[config.mk]
export PLATFORM = sky130hd
export DESIGN_NAME = pbit_sweeper
export DESIGN_NICKNAME = d
export VERILOG_FILES = /design/src/rtl/pbit_sweeper.sv
export SDC_FILE = /design/constraint.sdc
export NUM_CORES = 1
export LEC_CHECK = 0
export ABC_AREA = 1
export CAP_MARGIN = 25
export CORE_MARGIN = 10
export CORE_UTILIZATION = 35
export DETAILED_ROUTE_END_ITERATION = 8
export GPL_ROUTABILITY_DRIVEN = 0
export PLACE_DENSITY = 0.68
export REMOVE_ABC_BUFFERS = 1
export SYNTH_ARGS = -nofsm -noshare
export SYNTH_HDL_FRONTEND = slang
export SYNTH_SLANG_ARGS = --single-unit
[constraint.sdc]
create_clock -name clk -period 4.8 [get_ports clk]
set_clock_uncertainty 0.2 [all_clocks]
set_input_delay 0.72 -clock clk [delete_from_list [all_inputs] [get_ports clk]]
set_output_delay 0.72 -clock clk [all_outputs]
set_load 0.02 [all_outputs]
[src/rtl/pbit_sweeper.sv]
`default_nettype none
// ============================================================================
//  Module      : pbit_sweeper
//  Description : Sequential Gibbs sweeper for a p-bit array. Updates one bit
//                per cycle from an external local field and an LFSR noise draw.
//  Revision    : 1.0 - initial release
// ============================================================================
module pbit_sweeper #(
    parameter int          PBITS      = 8,
    parameter int          BETA_SHIFT = 4,
    parameter logic [31:0] SEED       = 32'hACE1_2024
) (
    input  logic                clk,
    input  logic                rst,
    input  logic                start,
    input  logic [15:0]         sweeps,
    input  logic signed [31:0]  field_in,
    output logic [PBITS-1:0]    state,
    output logic signed [31:0]  index,
    output logic                busy,
    output logic                done,
    output logic [31:0]         flip_count
);

    localparam logic [1:0]         c_IDLE = 2'd0;
    localparam logic [1:0]         c_RUN  = 2'd1;
    localparam logic [1:0]         c_DONE = 2'd2;
    localparam logic [31:0]        c_TAPS = 32'h8020_0003;
    localparam logic [31:0]        c_SEED = (SEED == 32'd0) ? 32'd1 : SEED;
    localparam logic signed [31:0] c_LAST = PBITS - 1;

    logic [1:0]         r_fsm;
    logic [1:0]         w_fsm_nxt;
    logic [PBITS-1:0]   r_state;
    logic signed [31:0] r_index;
    logic [31:0]        r_flip;
    logic [31:0]        r_lfsr;
    logic [15:0]        r_sweeps_left;

    logic signed [31:0] w_rnd;
    logic               w_newbit;
    logic               w_cur_bit;
    logic [PBITS-1:0]   w_state_upd;
    logic [31:0]        w_lfsr_nxt;
    logic               w_wrap;
    logic               w_last_update;

    assign w_wrap        = (r_index == c_LAST);
    assign w_last_update = w_wrap && (r_sweeps_left == 16'd1);

    always_comb begin
        w_fsm_nxt = r_fsm;
        case (r_fsm)
            c_IDLE: if (start) w_fsm_nxt = (sweeps != 16'd0) ? c_RUN : c_DONE;
            c_RUN:  if (w_last_update) w_fsm_nxt = c_DONE;
            c_DONE: w_fsm_nxt = c_IDLE;
            default: w_fsm_nxt = c_IDLE;
        endcase
    end

    always_ff @(posedge clk or posedge rst) begin
        if (rst) r_fsm <= c_IDLE;
        else     r_fsm <= w_fsm_nxt;
    end

    // Strict compare: a field equal to the noise sample yields 0.
    always_comb begin
        w_rnd       = $signed(r_lfsr) >>> BETA_SHIFT;
        w_newbit    = (field_in > w_rnd);
        w_cur_bit   = 1'b0;
        w_state_upd = r_state;
        for (int i = 0; i < PBITS; i++) begin
            if (r_index == i) begin
                w_cur_bit      = r_state[i];
                w_state_upd[i] = w_newbit;
            end
        end
        w_lfsr_nxt = r_lfsr[0] ? ((r_lfsr >> 1) ^ c_TAPS) : (r_lfsr >> 1);
    end

    always_ff @(posedge clk or posedge rst) begin
        if (rst) begin
            r_state       <= '0;
            r_index       <= -32'sd1;
            r_flip        <= '0;
            r_lfsr        <= c_SEED;
            r_sweeps_left <= '0;
        end else begin
            case (r_fsm)
                c_IDLE: begin
                    if (start) begin
                        r_flip <= '0;
                        if (sweeps != 16'd0) begin
                            r_sweeps_left <= sweeps;
                            r_index       <= 32'sd0;
                        end
                    end
                end
                c_RUN: begin
                    r_state <= w_state_upd;
                    r_lfsr  <= w_lfsr_nxt;
                    if ((w_cur_bit != w_newbit) && (r_flip != 32'hFFFF_FFFF))
                        r_flip <= r_flip + 32'd1;
                    if (w_wrap) begin
                        r_sweeps_left <= r_sweeps_left - 16'd1;
                        r_index       <= w_last_update ? -32'sd1 : 32'sd0;
                    end else begin
                        r_index <= r_index + 32'sd1;
                    end
                end
                default: ;
            endcase
        end
    end

    assign state      = r_state;
    assign index      = r_index;
    assign busy       = (r_fsm == c_RUN);
    assign done       = (r_fsm == c_DONE);
    assign flip_count = r_flip;

endmodule
`default_nettype wire

# After elaboration in Yosys (flattened, before gate mapping)

Cells that the tools add are included.

Register bits after elaboration: 122
Input bits: 51
Output and inout port bits: 74
Word-level logic and storage cells: 78

Add/subtract/negate cells: 3
$lt $le $gt $ge: 1
Equality and inequality tests: 17
Mux-type cells: 25
Bitwise gates (word level): 1
Reduce and logical (&&, ||, !) cells: 18

Operator list:

| kind                  | count |
|---|---|
| $mux 32               | 7 |
| $eq 32x4->1 const B   | 4 |
| $pmux 32 s2           | 2 |
| $eq 32x3->1 const B   | 2 |
| $mux 16               | 3 |
| $add 32x1->32 const B | 1 |
| $add 32x2->32 const B | 1 |
| $eq 32x2->1 const B   | 1 |
| $gt 32x28->1          | 1 |
| $logic_not 32->1      | 1 |
| $ne 32x32->1 const B  | 1 |
| $pmux 16 s2           | 1 |
| $reduce_and 2->1      | 9 |
| $eq 16x1->1 const B   | 1 |
| $reduce_bool 16->1    | 1 |
| $sub 16x1->16 const B | 1 |
| $mux 1                | 8 |
| $mux 2                | 3 |
| $ne 2x1->1 const B    | 3 |
| $reduce_and 3->1      | 2 |
| $ne 2x2->1 const B    | 2 |
| $not 3->4             | 1 |
| $pmux 2 s2            | 1 |
| $reduce_and 4->1      | 1 |
| 6 further kinds       | 7 |

# Longest topological paths before layout

Word-level depth: 13
Gate-level depth with buffers: 22
Depth with buffers taken out: 21

# Worst setup path after synthesis

Ideal clock, no wire load.

Kind: input port to flip-flop
Start: input field_in[31]
End: register r_flip[28], in the netlist flip_count[28]
Library setup time: 0.117 ns
Arrival: 2.525 ns
Required time: 4.483 ns
Path slack: 1.958 ns
Cell stages on the path: 17
Buffers on the path: 1
Cell sequence: ha_1 -> nand2_1 -> nor4_1 -> nand2_1 -> inv_1 -> nand2_1 -> nand3_1 -> nand3_2 -> inv_1 -> nand2_1 -> nand2_1 -> nand2_2 -> nand2_4 -> nand2_8 -> buf_12 -> nand2_2 -> nand2_1

Word-level cells in the longest chain between the ends: 5

RTL lines:

| what                              | RTL line | RTL |
|---|---|---|
| start, declared                   | 17       | `input logic signed [31:0] field_in,` |
| $gt 32x28->1                      | 69       | `w_newbit = (field_in > w_rnd);` |
| $ne 1x1->1                        | 102      | `if ((w_cur_bit != w_newbit) && (r_flip != 32'hFFFF_FFFF))` |
| $logic_and 1x1->1                 | 102      |  |
| $ne 2x1->1 (no source line)       | --       |  |
| $reduce_and 3->1 (no source line) | --       |  |
| end signal, assigned              | 103      | `r_flip <= r_flip + 32'd1;` |
| end, declared                     | 36       | `logic [31:0] r_flip;` |

No other way between the ends.
A chain may end at the register's enable or synchronous reset.

# Worst setup path after layout

Start: input field_in[31]
End: register r_flip[30], in the netlist flip_count[30]

Same word-level chain as after synthesis.

==> results.md <==
* Status: finished, final reports clean
* Cts repair resizes at 0
* Area growth, synth to finish at 25.6%
* Initial antenna violation count at 0
* CTS tree: yes
* Max clock buf depth at 2
* Synthesized cell area at roughly 8000 µm²
* DPL Wire Length at between 15000 and 20000 µm
* Hold path depth at 2
* DRT antenna net count at 0
* Final setup fails at 0
* Synth area leader: dfrtp_1
* Sequential share of the synthesized area at 0.388
* Fmax at about 280 MHz
* Crit share post-route at 0.741
* ANT cells at 0
* Slew @ Worst Pin at 0.850 ns
* Yosys warning count at 0
* Via count at between 7000 and 8000
* Placement Rows at 55
* Post-synth EDFFs at 0
* H-Tree Level Count at 4
* Non-filler cells, final at approximately 1500
* Power Dens Cells at about 540 nW/µm²
* Die height at ~170 µm
* Most frequent cells in the layout: nand2_1 (249), clkdlybuf4s50_1 (124), nor2_1 (121)
* RSZ-0062 raised after global routing: no
* Synth async-reset ratio at 1.00
* Primary FF master, synth: dfrtp_1
* # IOs at around 130
* Most common library cell in the layout ignoring fill and taps: nand2_1
* Via-to-Cell Ratio at 4.97
* Starting DRT DRC Count at between 400 and 500
* Clock network latency to the later pin of the worst-skew pair at a little over 0.4 ns
* Gr ovfl total at 0
* Hold Slack at around 0.27 ns
* Synthesized area per cell at 7.41 µm²
* CTS Hold Bufs at 0
* # DRC at 0
* Post-synth top area share at 0.247
* Die X at roughly 170 µm
* CP Capture Type: flip-flop
* FF-to-FF Start: r_lfsr[31]
* End of the worst register-to-register path: flip_count[30]
* Synth area leaders: dfrtp_1 (25%), dfstp_2 (14%), nand2_1 (12%)
* GRT Total Usage at 0.153
* DRT Pass-1 Iters at 5
* Layout net count at 1289
* Hold_sp: r_lfsr[2]
* Worst reg2reg path depth at 17
* Vias in the first global route at ~7400
* Post-Route WL at 22100 µm
* Synthesized flop and latch total at ~120
* Fin. Hold Viols at 0
* Core area at 22600 µm²
* Die area at between 20000 and 30000 µm²
* Type of the most critical hold path: flip-flop to flip-flop
* Element type at the critical path start: input port
* Slew headroom at 0.433
* Routed WL per cell at 14.8 µm
* First-pass GRT wire length at 36600 µm
* LEAKAGE at roughly 0.0043 µW
* Num CTS Buffers at 17
* VDD IR-drop max at 0.344 mV
* Worst Path Max Fanout at 33
* Clk pin slew, worst setup/hold paths at roughly 0.05 ns
* Reg2reg setup slack at ~1.3 ns
* CTS sink cnt at about 120
* WHS Endpoint: r_lfsr[2]
* I/O Buffers at approximately 120
* Root Driver: clkbuf_16
* Crit Path Category: input port to flip-flop
* Syn Inst Count at ~1100
* Synth cell types at 48
* Critical path data arrival time at between 3 and 4 ns
* Initial Utilization at 0.354
* Min Clock Period, post-route at about 3.6 ns
* WP data required at slightly below 5 ns
* Share of cells above drive strength 1 at 0.120
* Max-cap viol count at 0
* Largest net degree at the start of global routing at 73
* Final slew viol count at 0
* Setup bufs post-CTS at 0
* Placed insts at 1464
-- stage by stage --
step	power, µW	setup TNS [ns]	cell area, µm²	worst slack, ns	util
floorplan	3320	-88.04	7810	-2.13	-
global placement	4180	0	9470	0.902	0.419
detailed placement	4230	0	9470	0.784	0.419
CTS	5500	0	10000	1.22	0.444
global route	5880	0	10000	0.930	0.445
finish	5450	0	10000	1.24	0.445
-- registers in the layout (all words and copies together) (netlist names) --
name,cells
r_lfsr,32
state,8
r_fsm,2
r_sweeps_left,16
index,32
flip_count,32
-- synthesized netlist by cell type, types with 2 or more instances --
cell type	count
nand3_2	4
xor2_1	24
o22ai_1	13
dfrtp_1	79
dfstp_2	43
nor2_2	6
clkbuf_1	23
o211ai_1	2
nand2_1	249
o21a_1	6
nand4_1	22
nor3b_1	5
inv_2	11
a21oi_1	49
xnor2_1	6
a31oi_1	7
inv_1	109
o21ai_1	6
buf_12	3
nor3_2	4
o21ai_0	90
nor2_1	122
or2_2	5
nor4_1	11
buf_4	3
and3_1	2
nand3_1	62
nor3_1	21
nand2_2	31
o221ai_1	2
a21o_1	3
ha_1	39
buf_2	2
a211oi_1	2
-- worst max path at each step --
stage / from / slack, ns / end / cells past startpoint
finish: field_in[31] / 1.24 / flip_count[30] / 17
detailed placement: field_in[31] / 0.78 / flip_count[30] / 17
global route: field_in[31] / 0.93 / flip_count[31] / 17
global placement: field_in[31] / 0.90 / flip_count[30] / 17
floorplan: r_fsm[0] / -2.13 / r_sweeps_left[13] / 10
CTS: field_in[31] / 1.22 / flip_count[30] / 17
-- final cells by class --
type,instances,area (µm²)
clock buffer,30,524
clock inverter,2,35.0
fill,2295,12500
inverter,121,457
multi-input combinational,805,4250
sequential,122,3110
tap,285,357
timing repair buffer,132,1310
-- report_power, final --
group	internal, µW	total (µW)	switching, µW	leakage (µW)
sequential	1300	1550	255	0.00147
combinational	854	2670	1820	0.00250
clock	782	1230	453	0.000273
-- critical path, cell delays in order --
cell and delay [ns]:
clkdlybuf4s50_1 0.41, ha_1 0.33, nand2_1 0.09, nor4_1 0.36
nand2_1 0.10, inv_1 0.09, nand2_1 0.08, nand3_1 0.10
nand3_2 0.25, inv_1 0.13, nand2_1 0.06, nand2_1 0.06
nand2_2 0.06, nand2_4 0.31, nand2_8 0.29, nand2_1 0.14
nand2_1 0.05
-- kinds of logic (layout without fill, tap and decap cells) --
group	after synthesis	in the layout	synth area share
adders and majority gates	39	39	0.0610
buffers and inverters	153	285	0.0806
and+or+nand+nor	550	550	0.310
AOI/OAI and AO/OA	185	185	0.126
DFF	122	122	0.388
muxes	1	1	0.00125
xor gates and xnor gates	30	30	0.0329
-- layer usage --
| metal | vias up | GRT usage | wire length, µm |
|---|---|---|---|
| met5 | - | 0 | 0 |
| met4 | 0 | 0.0367 | 188 |
| met1 | 3464 | 0.190 | 10100 |
| met2 | 170 | 0.258 | 10500 |
| met3 | 17 | 0.0417 | 1320 |
| li1 | 3790 | - | - |
Note: power is estimated with default switching activity, not from simulation.
